[src/rtl/core_pkg.sv]
`default_nettype none
// ============================================================================
// Module      : core_pkg
// Description : Shared state encoding, instruction-word bit positions and the
//               idle instruction word for the core instruction sequencer.
// Revision    : 1.0  initial release
// ============================================================================
package core_pkg;

    localparam int c_ADDR_W     = 11;
    localparam int c_INST_W     = 34;

    localparam int c_ACC        = 33;
    localparam int c_CEN_PMEM   = 32;
    localparam int c_WEN_PMEM   = 31;
    localparam int c_A_PMEM_LSB = 20;
    localparam int c_CEN_XMEM   = 19;
    localparam int c_WEN_XMEM   = 18;
    localparam int c_A_XMEM_LSB = 7;
    localparam int c_OFIFO_RD   = 6;
    localparam int c_IFIFO_WR   = 5;
    localparam int c_IFIFO_RD   = 4;
    localparam int c_L0_RD      = 3;
    localparam int c_L0_WR      = 2;
    localparam int c_EXECUTE    = 1;
    localparam int c_LOAD       = 0;

    // Both memories deselected with write disabled; everything else zero.
    localparam logic [c_INST_W-1:0] IDLE_INST =
        (c_INST_W'(1) << c_CEN_PMEM) | (c_INST_W'(1) << c_WEN_PMEM) |
        (c_INST_W'(1) << c_CEN_XMEM) | (c_INST_W'(1) << c_WEN_XMEM);

    typedef enum logic [2:0] {
        S_IDLE     = 3'd0,
        S_WLD_L0   = 3'd1,
        S_WLD_ARR  = 3'd2,
        S_WLD_WAIT = 3'd3,
        S_XLD_L0   = 3'd4,
        S_EXEC     = 3'd5,
        S_DRAIN    = 3'd6,
        S_DONE     = 3'd7
    } state_t;

endpackage
`default_nettype wire

[src/rtl/inst_sequencer.sv]
`default_nettype none
// ============================================================================
// Module      : inst_sequencer
// Description : Walks one layer pass (weight load, activation load, execute,
//               psum drain) and emits the registered core instruction word.
// Revision    : 1.0  initial release
// ============================================================================
module inst_sequencer
    import core_pkg::*;
#(
    parameter int row = 8,
    parameter int col = 8
) (
    input  logic                  clk,
    input  logic                  reset,
    input  logic                  start,
    input  logic [c_ADDR_W-1:0]   w_base,
    input  logic [c_ADDR_W-1:0]   x_base,
    input  logic [c_ADDR_W-1:0]   p_base,
    input  logic [c_ADDR_W-1:0]   num_x,
    input  logic                  acc_en,
    input  logic                  ofifo_valid,
    output logic [c_INST_W-1:0]   inst,
    output logic                  busy,
    output logic                  done
);

    localparam logic [c_ADDR_W-1:0] c_ROW_LAST  = c_ADDR_W'(row - 1);
    localparam logic [c_ADDR_W-1:0] c_COL_LAST  = c_ADDR_W'(col - 1);
    localparam logic [c_ADDR_W-1:0] c_WAIT_LAST = c_ADDR_W'(row + col - 1);

    state_t                r_state;
    logic [c_ADDR_W-1:0]   r_cnt;
    logic [c_ADDR_W-1:0]   r_reads;
    logic [c_ADDR_W-1:0]   r_w_base;
    logic [c_ADDR_W-1:0]   r_x_base;
    logic [c_ADDR_W-1:0]   r_p_base;
    logic [c_ADDR_W-1:0]   r_num_x;
    logic                  r_acc_en;
    logic [c_INST_W-1:0]   r_inst;
    logic                  r_busy;
    logic                  r_done;

    logic                  w_ofifo_rd;
    logic [c_ADDR_W-1:0]   w_reads_next;

    // The only combinational output; it must stay low throughout reset.
    assign w_ofifo_rd   = ~reset & (r_state == S_DRAIN) & ofifo_valid &
                          (r_reads < r_num_x);
    assign w_reads_next = r_reads + {{(c_ADDR_W-1){1'b0}}, w_ofifo_rd};

    assign inst = r_inst | (c_INST_W'(w_ofifo_rd) << c_OFIFO_RD);
    assign busy = r_busy;
    assign done = r_done;

    always_ff @(posedge clk) begin
        if (reset) begin
            r_state  <= S_IDLE;
            r_cnt    <= '0;
            r_reads  <= '0;
            r_w_base <= '0;
            r_x_base <= '0;
            r_p_base <= '0;
            r_num_x  <= '0;
            r_acc_en <= 1'b0;
            r_inst   <= IDLE_INST;
            r_busy   <= 1'b0;
            r_done   <= 1'b0;
        end else begin
            r_inst            <= IDLE_INST;
            r_inst[c_L0_WR]   <= ~r_inst[c_CEN_XMEM];
            r_done            <= 1'b0;
            r_reads           <= w_reads_next;

            // Psum write lands one cycle after its OFIFO read, in any state.
            if (w_ofifo_rd) begin
                r_inst[c_CEN_PMEM]                      <= 1'b0;
                r_inst[c_WEN_PMEM]                      <= 1'b0;
                r_inst[c_A_PMEM_LSB +: c_ADDR_W]        <= r_p_base + r_reads;
                r_inst[c_ACC]                           <= r_acc_en;
            end

            case (r_state)
                S_IDLE: begin
                    if (start) begin
                        r_w_base                         <= w_base;
                        r_x_base                         <= x_base;
                        r_p_base                         <= p_base;
                        r_num_x                          <= num_x;
                        r_acc_en                         <= acc_en;
                        r_reads                          <= '0;
                        r_cnt                            <= '0;
                        r_busy                           <= 1'b1;
                        r_state                          <= S_WLD_L0;
                        r_inst[c_CEN_XMEM]               <= 1'b0;
                        r_inst[c_A_XMEM_LSB +: c_ADDR_W] <= w_base;
                    end
                end
                S_WLD_L0: begin
                    if (r_cnt == c_ROW_LAST) begin
                        r_cnt             <= '0;
                        r_state           <= S_WLD_ARR;
                        r_inst[c_L0_RD]   <= 1'b1;
                        r_inst[c_LOAD]    <= 1'b1;
                    end else begin
                        r_cnt                            <= r_cnt + 1'b1;
                        r_inst[c_CEN_XMEM]               <= 1'b0;
                        r_inst[c_A_XMEM_LSB +: c_ADDR_W] <= r_w_base + r_cnt + 1'b1;
                    end
                end
                S_WLD_ARR: begin
                    if (r_cnt == c_COL_LAST) begin
                        r_cnt   <= '0;
                        r_state <= S_WLD_WAIT;
                    end else begin
                        r_cnt           <= r_cnt + 1'b1;
                        r_inst[c_L0_RD] <= 1'b1;
                        r_inst[c_LOAD]  <= 1'b1;
                    end
                end
                S_WLD_WAIT: begin
                    if (r_cnt == c_WAIT_LAST) begin
                        r_cnt <= '0;
                        if (r_num_x == '0) begin
                            r_state <= S_DONE;
                            r_done  <= 1'b1;
                        end else begin
                            r_state                          <= S_XLD_L0;
                            r_inst[c_CEN_XMEM]               <= 1'b0;
                            r_inst[c_A_XMEM_LSB +: c_ADDR_W] <= r_x_base;
                        end
                    end else begin
                        r_cnt <= r_cnt + 1'b1;
                    end
                end
                S_XLD_L0: begin
                    if (r_cnt == r_num_x - 1'b1) begin
                        r_cnt             <= '0;
                        r_state           <= S_EXEC;
                        r_inst[c_L0_RD]   <= 1'b1;
                        r_inst[c_EXECUTE] <= 1'b1;
                    end else begin
                        r_cnt                            <= r_cnt + 1'b1;
                        r_inst[c_CEN_XMEM]               <= 1'b0;
                        r_inst[c_A_XMEM_LSB +: c_ADDR_W] <= r_x_base + r_cnt + 1'b1;
                    end
                end
                S_EXEC: begin
                    if (r_cnt == r_num_x - 1'b1) begin
                        r_cnt   <= '0;
                        r_state <= S_DRAIN;
                    end else begin
                        r_cnt             <= r_cnt + 1'b1;
                        r_inst[c_L0_RD]   <= 1'b1;
                        r_inst[c_EXECUTE] <= 1'b1;
                    end
                end
                S_DRAIN: begin
                    if (w_reads_next == r_num_x) begin
                        r_state <= S_DONE;
                        r_done  <= 1'b1;
                    end
                end
                S_DONE: begin
                    r_state <= S_IDLE;
                    r_busy  <= 1'b0;
                end
                default: begin
                    r_state <= S_IDLE;
                    r_busy  <= 1'b0;
                end
            endcase
        end
    end

endmodule
`default_nettype wire

[config.mk]
export PLATFORM = sky130hd
export DESIGN_NAME = inst_sequencer
export DESIGN_NICKNAME = d
export VERILOG_FILES = /design/src/rtl/core_pkg.sv /design/src/rtl/inst_sequencer.sv
export SDC_FILE = /design/constraint.sdc
export NUM_CORES = 1
export LEC_CHECK = 0
export ABC_AREA = 1
export BUFFER_PORTS_ARGS = -buffer_cell sky130_fd_sc_hd__buf_2
export CORE_MARGIN = 5
export CORE_UTILIZATION = 40
export CTS_BUF_LIST = sky130_fd_sc_hd__clkbuf_2 sky130_fd_sc_hd__clkbuf_4 sky130_fd_sc_hd__clkbuf_8
export CTS_CLUSTER_SIZE = 28
export DETAILED_ROUTE_END_ITERATION = 10
export HOLD_SLACK_MARGIN = 0.06
export SYNTH_ARGS = -nofsm -noshare
export SYNTH_HDL_FRONTEND = slang
export SYNTH_SLANG_ARGS = --single-unit
[constraint.sdc]
create_clock -name clk -period 5 [get_ports clk]
set_input_delay 1 -clock clk [delete_from_list [all_inputs] [get_ports clk]]
set_output_delay 1 -clock clk [all_outputs]
set_load 0.02 [all_outputs]
* Word level (Yosys, flattened, before mapping) *
Index checks and enable logic that the tools add are counted.

cells by class
  add/sub/neg operators = 8
  multiply operators = 0
  div/mod/pow operators = 0
  order comparisons = 1
  equal/unequal tests = 18
  shift operators = 0
  muxes and demuxes = 39
  bitwise operators = 7
  reductions and logical operators = 11

operators with widths
  operator                                            number
  2-to-1 mux 11 bit                                   11
  case mux 11 bit (4 select lines)                    2
  OR 34 x 7 -> 34 bit                                 1
  adder 11 x 1 -> 11 bit, second input constant       3
  adder 11 bit                                        3
  case mux 3 bit (8 select lines)                     1
  == test 11 bit                                      2
  2-to-1 mux 3 bit                                    7
  2-to-1 mux 14 bit                                   1
  == test 3 bit, second input constant                4
  != test 2 bit, second input constant                6
  adder 11 x 1 -> 11 bit                              1
  == test 11 x 3 -> 1 bit, second input constant      1
  == test 11 x 4 -> 1 bit, second input constant      1
  logical NOT 11 bit                                  1
  < comparator 11 bit                                 1
  subtractor 11 x 1 -> 11 bit, second input constant  1
  2-to-1 mux 1 bit                                    10
  case mux 1 bit (2 select lines)                     4
  case mux 1 bit (4 select lines)                     2
  AND reduction 7 bit                                 1
  == test 3 x 2 -> 1 bit, second input constant       2
  AND reduction 2 bit                                 3
  OR reduction 2 bit                                  3
  8 further kinds                                     12

word-level totals
  register bits = 106
  latch bits = 0
  memory bits (writable) = 0
  memory bits (read-only) = 0
  bits of input ports = 49
  output and inout bits = 36
  word-level logic and storage cells = 97
  memories = 0

* Depth between registers and ports, before layout *
  depth in word-level cells = 8
  mapped depth = 24
  mapped depth without buffers = 24

* Least setup slack after synthesis *
Ideal clock, no wire load.

  path kind = input-to-reg
  from = input reset
  to = register r_state[2]
  setup time = 64 ps
  data arrival time = 3399 ps
  required time = 4936 ps
  path slack = 1537 ps
  stages on the path = 19
  buffers on the path = 1
  cell sequence = clkbuf_1 -> inv_1 -> and3_1 -> nand4_2 -> inv_1 -> ha_1 -> ha_1 -> nand3_1 -> nor2_2 -> nand3_1 -> nand2_1 -> nand2_1 -> nand2_1 -> nand3_1 -> o21ai_1 -> nand3_2 -> nand2_1 -> inv_1 -> nor2_1

between the ends
  cells in the longest elaborated chain, start to end = 8

ends and longest elaborated chain
  what                                     RTL line               RTL
  start, declared                          inst_sequencer.sv:15   input logic reset,
  NOT 1 bit                                inst_sequencer.sv:48   assign w_ofifo_rd = ~reset & (r_state == S_DRAIN) & ofifo_valid &
  AND 1 bit (3 in series)                  inst_sequencer.sv:48
  named net w_ofifo_rd                     inst_sequencer.sv:44   logic w_ofifo_rd;
  adder 11 x 1 -> 11 bit                   inst_sequencer.sv:50   assign w_reads_next = r_reads + {{(c_ADDR_W-1){1'b0}}, w_ofifo_rd};
  == test 11 bit                           inst_sequencer.sv:159  if (w_reads_next == r_num_x) begin
  != test 2 x 1 -> 1 bit (no source line)  -
  AND reduction 7 bit (no source line)     -
  end signal, assigned                     inst_sequencer.sv:58   r_state <= S_IDLE;
  end signal, assigned                     inst_sequencer.sv:160  r_state <= S_DONE;
  end signal, assigned                     inst_sequencer.sv:165  r_state <= S_IDLE;
  end, declared                            inst_sequencer.sv:32   state_t r_state;

The timed path passes the listed nets, and every way through them passes these cells.
A chain may end at the register's enable or synchronous reset.

* Worst setup path after layout *
  from = register r_num_x[6]
  to = register r_state[1]

between the ends
  cells in the longest elaborated chain, start to end = 6
  elaborated cells on any way between the ends = 14
  those cells by class = add/sub: 2; order compare: 1; eq/ne: 5; mux: 3; bitwise: 1; reduce/logical: 2

ends and longest elaborated chain
  what                                     RTL line               RTL
  start, declared                          inst_sequencer.sv:38   logic [c_ADDR_W-1:0] r_num_x;
  start signal, assigned                   inst_sequencer.sv:89   r_num_x <= num_x;
  < comparator 11 bit                      inst_sequencer.sv:49   (r_reads < r_num_x);
  AND 1 bit                                inst_sequencer.sv:48
  adder 11 x 1 -> 11 bit                   inst_sequencer.sv:50
  == test 11 bit                           inst_sequencer.sv:159
  != test 2 x 1 -> 1 bit (no source line)  -
  AND reduction 7 bit (no source line)     -

Several ways; a longest one is shown, not always the timed one. The select of a mux whose other input is x is not followed.

==> results.md <==
* Worst setup SP type: register
* Most used cell along the critical path: nand2_1
* Initial Utilization at 40.5%
* Clock buffer depth at 2
* Area Overhead vs Synth at 13.0%
* Crit Path Class: reg2reg
* Period minus WS final at 3.89 ns
* Fmax at 257 MHz
* P_leak at between 0.003 and 0.004 uW
* Total grt overflow at 0
* DRT Pass-1 Iters at 5
* Status: finished clean
* PwrDens at 417 nW/um2
* Prevailing post-synth register cell: dfxtp_1
* Initial antenna violation count at 0
* RSZ-0062 raised after global routing: false
* Worst skew pair latency at 0.39 ns
* Synth unique cells at 45
* Worst path slowest cell: dfxtp_1
* CP cell instances: inv_1 -> ha_1 -> a21oi_1 -> o21ai_0 -> nand2_1 -> nand4_2 -> inv_1 -> ha_1 -> ha_1 -> nand3_1 -> nor2_2 -> nand3_1 -> nand2_1 -> nand2_1 -> nand2_1 -> nand3_1 -> o21ai_1 -> nand3_2 -> nand2_1 -> inv_1 -> nor2_1
* Finish-stage setup viols at 0
* Num CTS Buffers at 9
* CTS tree: done
* Max_cap viols at 0
* Final net count at 1,072
* Clock slew at reported path FFs at between 0.1 and 0.15 ns
* GP Congestion at just over 0.9
* Postcts setup bufs at 0
* Final period util at 77.8%
* Crit path max fanout at 10
* CP required at 5.34 ns
* Worst Hold Class: reg2reg
* Std-Cell Rows at 45
* Cells after Synth at 903
* Slew @ Worst Pin at 0.753 ns
* Hold-fix buffer count after cts at 0
* Die X at 134 um
* Vias at 5,914
* 1st-iter DRT viols at 460
* Post-synthesis register bit count at 101
* Final wirelength at around 17 mm
* Vias in the first global route at 5,702
* Avg Inst Size Synth at 6.79 um2
* Post-synth EDFFs at 0
* Port-buffer cells at 81
* Final hold vios at 0
* Relative slew slack at 49.8%
* Share of layout cells above drive strength 1 at 13.3%
* Clock sink count at 101
* DR WL/cell at 14.6 um
* Top cell family by delay on the critical path: simple AND/OR/NAND/NOR gates
* Vias/cell at 5.06
* Final HPWL DP at 13.0 mm
* Post-Syn Area at roughly 6100 um2
* Non-Filler Instances at 1,168
* VDD IR-drop max at 0.000165 V
* Synth async-reset ratio at 0%
* Setup crit end kind: register
* Core Region at between 15,000 and 20,000 um2
* Final antenna-violating net count at 0
* Register area share after synthesis at 33.0%
* Number of primary I/O pins at 85
* Setup TNS at 0 ns
* Yosys warning count at 0
* CP max stage delay at 0.50 ns
* Pin count of the biggest net entering global routing at 45
* Gr usage total at 19.6%
* DRC violations left at 0
* H-tree Lvls at 3
* Dpl cells at about 1,200
* First-pass GRT wire length at 28.5 mm
* Clock skew at about 0.015 ns
* Die ar. at approximately 18,000 um2
* CP bufs+invs at 3
* Post-CTS Resized at 0
* Die height at between 100 and 150 um
* Critical path arrival at around 4.2 ns
* Antenna diodes at 0
* Slew Limit Fails at 0
* Clock root buffer: clkbuf_8
## worst reg2reg max path: cells and delay by family (launching register included)
| kind | cells | cell delay [ns] |
|---|---|---|
| flops | 1 | 0.50 |
| simple gates | 12 | 1.50 |
| fa+ha+maj | 3 | 0.74 |
| buf+inv | 3 | 0.46 |
| compound gates | 3 | 0.63 |
## layout make-up
class | instances | area, um2
Clock buffer | 10 | 138
Fill cell | 1578 | 8220
Inverter | 101 | 379
Multi-Input combinational cell | 676 | 3620
Timing Repair Buffer | 86 | 443
Clock inverter | 6 | 93.8
Sequential cell | 101 | 2020
Tap cell | 188 | 235
## metrics by stage
stage / hold slack, ns / setup WS [ns] / util, % / power (uW) / area [um2]
after floorplan: 0.416 / 1.54 / - / 1960 / 6140
after global placement: 0.393 / 1.11 / 44.2 / 2280 / 6700
after detailed placement: 0.403 / 0.985 / 44.2 / 2270 / 6700
after CTS: 0.418 / 1.14 / 45.8 / 2900 / 6930
after global routing: 0.444 / 0.575 / 45.8 / 3130 / 6930
final: 0.413 / 1.11 / 45.8 / 2890 / 6930
## registers in the layout, summed over array words and instances, names as in the netlist
signal    flops
busy          1
r_inst       29
r_state       3
r_p_base     11
r_cnt        11
done          1
r_num_x      11
r_x_base     11
r_acc_en      1
r_w_base     11
r_reads      11
## worst paths after layout
check                           depth (start not counted)  slack, ns          to  startpoint
worst max-delay path                                   21       1.11  r_state[1]  r_num_x[6]
worst min-delay path                                    1       0.41   r_inst[2]  r_inst[19]
worst max register to register                         21       1.11  r_state[1]  r_num_x[6]
worst min register to register                          1       0.41   r_inst[2]  r_inst[19]
## per-layer routing
layer	up-vias	global-route usage, %	wire length, um
met3	21	2.85	697
met4	0	6.17	275
met2	134	30.5	7360
met1	2647	28.1	8770
met5	-	0	0
li1	3112	-	-
## power by group
part           internal (uW)  total [uW]  switching [uW]
Sequential               949        1080             127
Combinational            399        1190             793
Clock                    301         619             318
Total                   1650        2890            1240
## layout by cell type (no fill, tap or decap), types with 2 or more instances in the layout
cell type	Yosys	final
conb_1	2	3
dfxtp_1	101	101
clkbuf_8	0	10
o22ai_1	2	2
nor2_2	7	8
xor2_1	12	12
o2111ai_1	3	3
ha_1	45	45
bufinv_16	0	2
buf_4	5	5
o21ai_1	2	2
o211ai_1	3	3
fa_1	3	3
o21ai_0	74	74
inv_2	4	5
nor4_1	4	4
or2_2	7	7
o21a_1	4	4
a211oi_1	2	2
nand3_1	63	63
xnor2_1	10	10
nor3_1	4	4
nand4_1	10	10
nor2_1	106	105
buf_2	3	81
a21oi_1	97	97
nand2_1	197	197
inv_1	96	95
o31ai_1	3	3
## synth_stat cells (all sizes together), types with 2 or more instances
library cell    n  area [um2]
nand4          11        75.1
dfxtp         101        2020
o2111ai         3        26.3
or2             7        43.8
o21ai          76         380
o21a            4        30.0
nor4            4        25.0
ha             45         563
o31ai           3        22.5
nand3          64         325
nor3            6        46.3
xor2           12         105
buf             9        56.3
o211ai          3        22.5
nand2         199         757
o22ai           2        12.5
clkbuf         17        63.8
inv           100         375
nor2          114         453
xnor2          10        87.6
conb            2        7.51
a211oi          2        15.0
fa              3        60.1
a21oi          98         502
## logic make-up (layout without fill, tap and decap cells)
group	Yosys count	after routing	share of synthesized area (%)
buffers and inverters	127	203	8.14
AO/OA/AOI/OAI	196	196	17.1
flip-flops	101	101	33.0
other	2	3	0.122
AND/OR/NAND/NOR	407	407	28.4
adder cells (fa/ha/maj)	48	48	10.2
XOR/XNOR	22	22	3.14
(Power assumes the default switching activity.)
